==> src/rtl/regfile_dump.sv <==
// rtl/regfile_dump.sv - register file debug readback sequencer; optional REGFILE_DUMP_SKIP_R0_EN skips R0
module regfile_dump #(
    parameter int DATA_W   = 16,
    parameter int NUM_REGS = 16,
    parameter int ADDR_W   = 4
) (
    input  logic              clk,
    input  logic              rst,
    input  logic              start,
    output logic              busy,
    output logic              done,
    output logic [ADDR_W-1:0] rf_raddr,
    input  logic [DATA_W-1:0] rf_rdata,
    output logic              out_valid,
    input  logic              out_ready,
    output logic [DATA_W-1:0] out_data,
    output logic [ADDR_W-1:0] out_addr
);

    typedef enum logic [1:0] {
        S_IDLE,
        S_LOAD,
        S_SEND,
        S_DONE
    } state_t;

    localparam logic [ADDR_W-1:0] LAST_IDX  = ADDR_W'(NUM_REGS - 1);
`ifdef REGFILE_DUMP_SKIP_R0_EN
    // R0 reads as constant zero, so there is nothing worth dumping there
    localparam logic [ADDR_W-1:0] FIRST_IDX = ADDR_W'(1);
`else
    localparam logic [ADDR_W-1:0] FIRST_IDX = '0;
`endif

    state_t            state;
    logic [ADDR_W-1:0] idx;

    // The read port follows idx directly; idx is parked at 0 while idle
    assign rf_raddr = idx;

    // Sequencer: all outputs registered alongside the state transition
    always_ff @(posedge clk or negedge rst) begin
        if (!rst) begin
            state     <= S_IDLE;
            idx       <= '0;
            busy      <= 1'b0;
            done      <= 1'b0;
            out_valid <= 1'b0;
            out_data  <= '0;
            out_addr  <= '0;
        end else begin
            case (state)
                S_IDLE: begin
                    if (start) begin
                        state <= S_LOAD;
                        idx   <= FIRST_IDX;
                        busy  <= 1'b1;
                    end
                end
                S_LOAD: begin
                    state     <= S_SEND;
                    out_data  <= rf_rdata;
                    out_addr  <= idx;
                    out_valid <= 1'b1;
                end
                S_SEND: begin
                    if (out_ready) begin
                        out_valid <= 1'b0;
                        if (idx == LAST_IDX) begin
                            state <= S_DONE;
                            done  <= 1'b1;
                        end else begin
                            state <= S_LOAD;
                            idx   <= idx + ADDR_W'(1);
                        end
                    end
                end
                S_DONE: begin
                    state <= S_IDLE;
                    done  <= 1'b0;
                    busy  <= 1'b0;
                    idx   <= '0;
                end
                default: begin
                    state     <= S_IDLE;
                    idx       <= '0;
                    busy      <= 1'b0;
                    done      <= 1'b0;
                    out_valid <= 1'b0;
                end
            endcase
        end
    end

endmodule

==> config.mk <==
export PLATFORM = sky130hd
export DESIGN_NAME = regfile_dump
export DESIGN_NICKNAME = d
export VERILOG_FILES = /design/src/rtl/regfile_dump.sv
export SDC_FILE = /design/constraint.sdc
export NUM_CORES = 1
export LEC_CHECK = 0
export CELL_PAD_IN_SITES_DETAIL_PLACEMENT = 0
export CELL_PAD_IN_SITES_GLOBAL_PLACEMENT = 2
export CORE_MARGIN = 2
export CORE_UTILIZATION = 29
export CTS_CLUSTER_DIAMETER = 50
export DETAILED_ROUTE_END_ITERATION = 8
export GPL_TIMING_DRIVEN = 0
export PLACE_DENSITY_LB_ADDON = 0.1
export SETUP_SLACK_MARGIN = 0.2
export SLEW_MARGIN = 5
export SYNTH_ARGS = -nofsm -noshare
export SYNTH_HDL_FRONTEND = slang
export SYNTH_SLANG_ARGS = --single-unit
==> constraint.sdc <==
create_clock -name clk -period 2.4 [get_ports clk]
set_input_delay 0.6 -clock clk [delete_from_list [all_inputs] [get_ports clk]]
set_output_delay 0.6 -clock clk [all_outputs]
set_load 0.05 [all_outputs]
* Word level (Yosys, flattened, before mapping)
Index checks and enable logic that the tools add are counted.
** Storage, ports and cells
- Bits in registers :: 29
- Bits in latches :: 0
- RAM bits :: 0
- Bits in read-only memories :: 0
- Bits of input ports :: 20
- Logic and storage cells :: 41
- Memories kept :: 0
** Operators by class
- Add/sub/neg operators :: 1
- Multipliers :: 0
- Divide/modulo/power cells :: 0
- Magnitude comparators :: 0
- Equality and inequality tests :: 8
- Shifts and indexed selects :: 0
- Mux-type cells :: 15
- Bitwise logic cells :: 0
- Reductions and logical operators :: 10
** Operator list (count)
- two-way mux 4 bit :: 3
- case mux 4 bit (3 select lines) :: 1
- inequality test 2 bit, second input constant :: 4
- case mux 2 bit (4 select lines) :: 1
- two-way mux 2 bit :: 3
- case mux 1 bit (2 select lines) :: 3
- AND reduction 2 bit :: 3
- nonzero test 2 bit :: 3
- adder 4 x 1 -> 4 bit, second input constant :: 1
- == test 2 bit, second input constant :: 2
- == test 4 bit, second input constant :: 1
- two-way mux 1 bit :: 4
- AND reduction 4 bit :: 1
- AND reduction 3 bit :: 1
- nonzero test 3 bit :: 1
- == test 2 x 1 -> 1 bit, second input constant :: 1
- zero test 2 bit :: 1

* Logic depth before layout (Yosys ltp)
- Depth after elaboration :: 4
- Depth in mapped cells :: 4
- Mapped depth without buffers :: 4

* Worst setup path before layout
No wires, ideal clock.
- Path kind :: reg-to-reg
- Start point :: register idx[0], in the netlist rf_raddr[0]
- End point :: register idx[0], in the netlist rf_raddr[0]
- Arrival time :: 1484 ps
- Data required time :: 2280 ps
- Slack :: 796 ps
- Stages on the path, launching flop included :: 5
- Path buffers :: 0
- Period minus slack after synthesis :: 1604 ps
- Cells stage by stage :: dfrtp_1 -> ha_1 -> nand3_1 -> and4b_1 -> a31o_2
** On the way
- Longest elaborated chain between the ends :: 4
- Elaborated cells between the ends (all ways) :: 7
- Those cells by class :: add/sub: 1; eq/ne: 2; mux: 3; reduce/logical: 1
** Ends and longest elaborated chain
- start: declaration :: RTL line 36 : logic [ADDR_W-1:0] idx;
- start signal: assignment :: RTL line 74 : idx <= idx + ADDR_W'(1);
- adder 4 x 1 -> 4 bit :: RTL line 74
- two-way mux 4 bit :: RTL line 69 : if (idx == LAST_IDX) begin
- two-way mux 4 bit :: RTL line 67 : if (out_ready) begin
- case mux 4 bit (3 select lines) :: RTL line 52 : case (state)
Parallel ways exist; a longest one is shown, timed or not. The select of a mux whose other input is x is not followed.
A chain may end at the register's enable or synchronous reset.

* Worst setup path after layout
- Start point :: register idx[1], in the netlist rf_raddr[1]
- End point :: output rf_raddr[1]
** RTL lines
- end: declaration :: RTL line 12 : output logic [ADDR_W-1:0] rf_raddr,
No word-level cell between the ends.

==> summary.md <==
| Metric | Value |
|---|---|
| Status | completed |
| Fmax | approximately 470 MHz |
| Most frequent cell after synthesis | dfrtp_1 |
| Area delta synth->final | 51.1% |
| Sw Share | 44.8% |
| Global placement routability congestion | approximately 0.73 |
| Worst-Skew Late Latency | 0.28 ns |
| # H-tree levels | 2 |
| Share of layout cells above drive strength 1 | a little over a fifth |
| Slew margin rel. | a little under three fifths |
| Post-synth ARST share | 100% |
| Root buffer cell | clkbuf_8 |
| First-pass GRT wire length | between 4 and 5 mm |
| Worst-path cell chain | clkdlybuf4s50_1 |
| Initial detailed-routing violation count | 65 |
| Yosys Warn Count | 0 |
| Chip height | ~68 um |
| Drc violations | 0 |
| Crit. End Element | output port |
| CP bufs+invs | 1 |
| Synth Register Bits | 29 |
| CP max FO | 5 |
| WL per Instance | 13.8 um |
| TNS Setup | 0 ns |
| Setup CP Type | flop to output port |
| Top Layer Used | met4 |
| Crit-path leading delay family | buffers and inverters |
| Leak | approximately 0.82 nW |
| Post-synth EDFFs | 0 |
| Total chip power | about 2.7 mW |
| Layout Nets | between 150 and 200 |
| Via count | 892 |
| Mean Syn Cell Area | roughly 14 um^2 |
| TritonCTS clock tree | done |
| Final Hold Fails | 0 |
| DR vias/cell | roughly 4.7 |
| Worst Tran Pin Value | roughly 0.64 ns |
| Die area | about 0.0047 mm^2 |
| Net switching power figure | ~1.2 mW |
| Total CTS buffers | 5 |
| Pin count of the biggest net entering global routing | 30 |
| Die X | roughly 68 um |
| Routed WL | 2.64 mm |
| Synth Cell Area | approximately 0.0012 mm^2 |
| Met1 wire length | about 1.1 mm |
| Wire length on met2 | around 1.3 mm |
| Fin util | about 45% |
| CP arrival | about 1.5 ns |
| Dpl hpwl | around 1.9 mm |
| PwrDens | 1500 mW/mm^2 |
| Top FF cell, synth | dfrtp_1 |
| Crit-path max cell delay | roughly 0.83 ns |
| Seq pwr share | 29.7% |
| Slowest-stage cell, CP | clkdlybuf4s50_1 |
| Antenna cell count | 0 |
| Routed Antenna Nets | 0 |
| RSZ-0062 raised after global routing | false |
| Slew Viols, Final | 0 |
| Seq/Total Area, Yosys | between 60 and 70% |
| Clock power share | 14.7% |
| # rows | 23 |
| Pint | 1.50 mW |
| IO Count | 47 |
| VDD IR-drop max | approximately 0.83 mV |
| Cell taking the most area after synthesis | dfrtp_1 |
| Gr usage total | 13.4% |
| GRT overflow | 0 |
| CP startpoint kind | flop |
| Core area | 0.00400 mm^2 |
| Cells after Synth | between 80 and 90 |
| I/O Buffers | 46 |
| Min cycle time layout | 2.12 ns |
| Synth top area cells | dfrtp_1 61%, mux2_2 18%, a21oi_1 2.5% |
| Max_cap viols | 0 |
| Clock Tree Buf Depth | 2 |
| Finished Layout Cells | 191 |
| CP required | approximately 1.8 ns |
| Vias in the first global route | just under 900 |
| First-pass DRT Iterations | 4 |
| Initial Utilization | between 20 and 30% |
| Syn Nets | roughly 110 |
| Share of the synthesized area in the top cell type | ~60% |
| Final setup vio count | 0 |
| Worst Hold Class | primary input to async pin |
| Commonest cells post-synth | 29 x dfrtp_1, 19 x mux2_2, 6 x a21oi_1 |
| Initial antenna violation count | 0 |
| Clock sink total | 29 |
| Placed cells | around 180 |
| Combinational power share | 55.5% |
| Clock transition at the registers of the reported paths | 0.07 ns |
| Netlist cell types | 27 |
| Crit share post-route | 88.2% |
| Met3 wire length | ~210 um |
| Hold-fix buffers, CTS | 0 |
| Worst Skew | around 0.0091 ns |
## placed cells by master, fill, tap and decap left out, types with 2 or more instances in the layout
cell	Yosys	routed
clkbuf_8	0	6
nor3_1	2	2
mux2_2	19	19
dlymetal6s2s_1	0	3
clkdlybuf4s50_1	0	42
a21oi_1	6	6
nand3_1	3	3
inv_1	3	3
buf_2	1	2
nand2_1	4	4
dfrtp_1	29	29
buf_4	2	2
a211oi_1	2	2
## per-stage QoR
stage          area (um^2)  worst slack (ns)  hold slack (ns)
2_1_floorplan         1200             0.796            0.304
3_3_place_gp          1720             0.188            0.467
3_5_place_dp          1720             0.517            0.481
4_1_cts               1800             0.216            0.375
5_1_grt               1810             0.220            0.392
6_report              1810             0.282            0.337
## layer usage
| metal | global-route usage [%] | vias to the layer above |
|---|---|---|
| met5 | 0 | - |
| met1 | 15.5 | 437 |
| met4 | 6.00 | 0 |
| li1 | - | 424 |
| met2 | 20.5 | 26 |
| met3 | 7.07 | 5 |
## flip-flops by register name (all words and copies together), names as in the netlist
register   count
done           1
out_addr       4
rf_raddr       4
busy           1
state          2
out_valid      1
out_data      16
## power groups by stage
| stage | clock, mW | sequential [mW] | combinational [mW] |
|---|---|---|---|
| 2_1_floorplan | 0 | 1.43 | 0.407 |
| 3_3_place_gp | 0 | 0.808 | 1.52 |
| 3_5_place_dp | 0 | 0.814 | 1.52 |
| 4_1_cts | 0.415 | 0.810 | 1.53 |
| 5_1_grt | 0.438 | 0.838 | 1.59 |
| 6_report | 0.400 | 0.807 | 1.51 |
## cell type report
cell class	count	area, um^2
Inverter	3	11.3
Buffer	3	20.0
Timing Repair Buffer	46	463
Tap cell	50	62.6
Sequential cell	29	726
Fill cell	378	2190
Clock buffer	7	86.3
Multi-Input combinational cell	53	440
## final timing paths
kind	startpoint	endpoint	slack, ns	cells after the start
hold reg to reg	out_data[7]	out_data[7]	0.49	1
min in group clk	out_data[7]	out_data[7]	0.49	1
max in group asynchronous	rst	out_data[14]	1.62	1
setup reg to reg	rf_raddr[0]	rf_raddr[0]	1.02	4
setup / recovery	rf_raddr[1]	rf_raddr[1]	0.28	1
hold / removal	rst	rf_raddr[2]	0.34	1
## timing repair
action                                 in CTS  in global routing
setup endpoints to repair                   0                  3
gates resized for setup                     0                  3
endpoints found under the hold margin       0                  0
buffers inserted                            0                  0
## cells by family after synthesis
kind of cell    synth area share, %
mux                            18.8
flops                          60.6
buf+inv                        2.61
fa+ha+maj                      1.04
compound gates                 9.20
simple gates                   7.73
No activity file was read; power rests on OpenSTA's default activity.
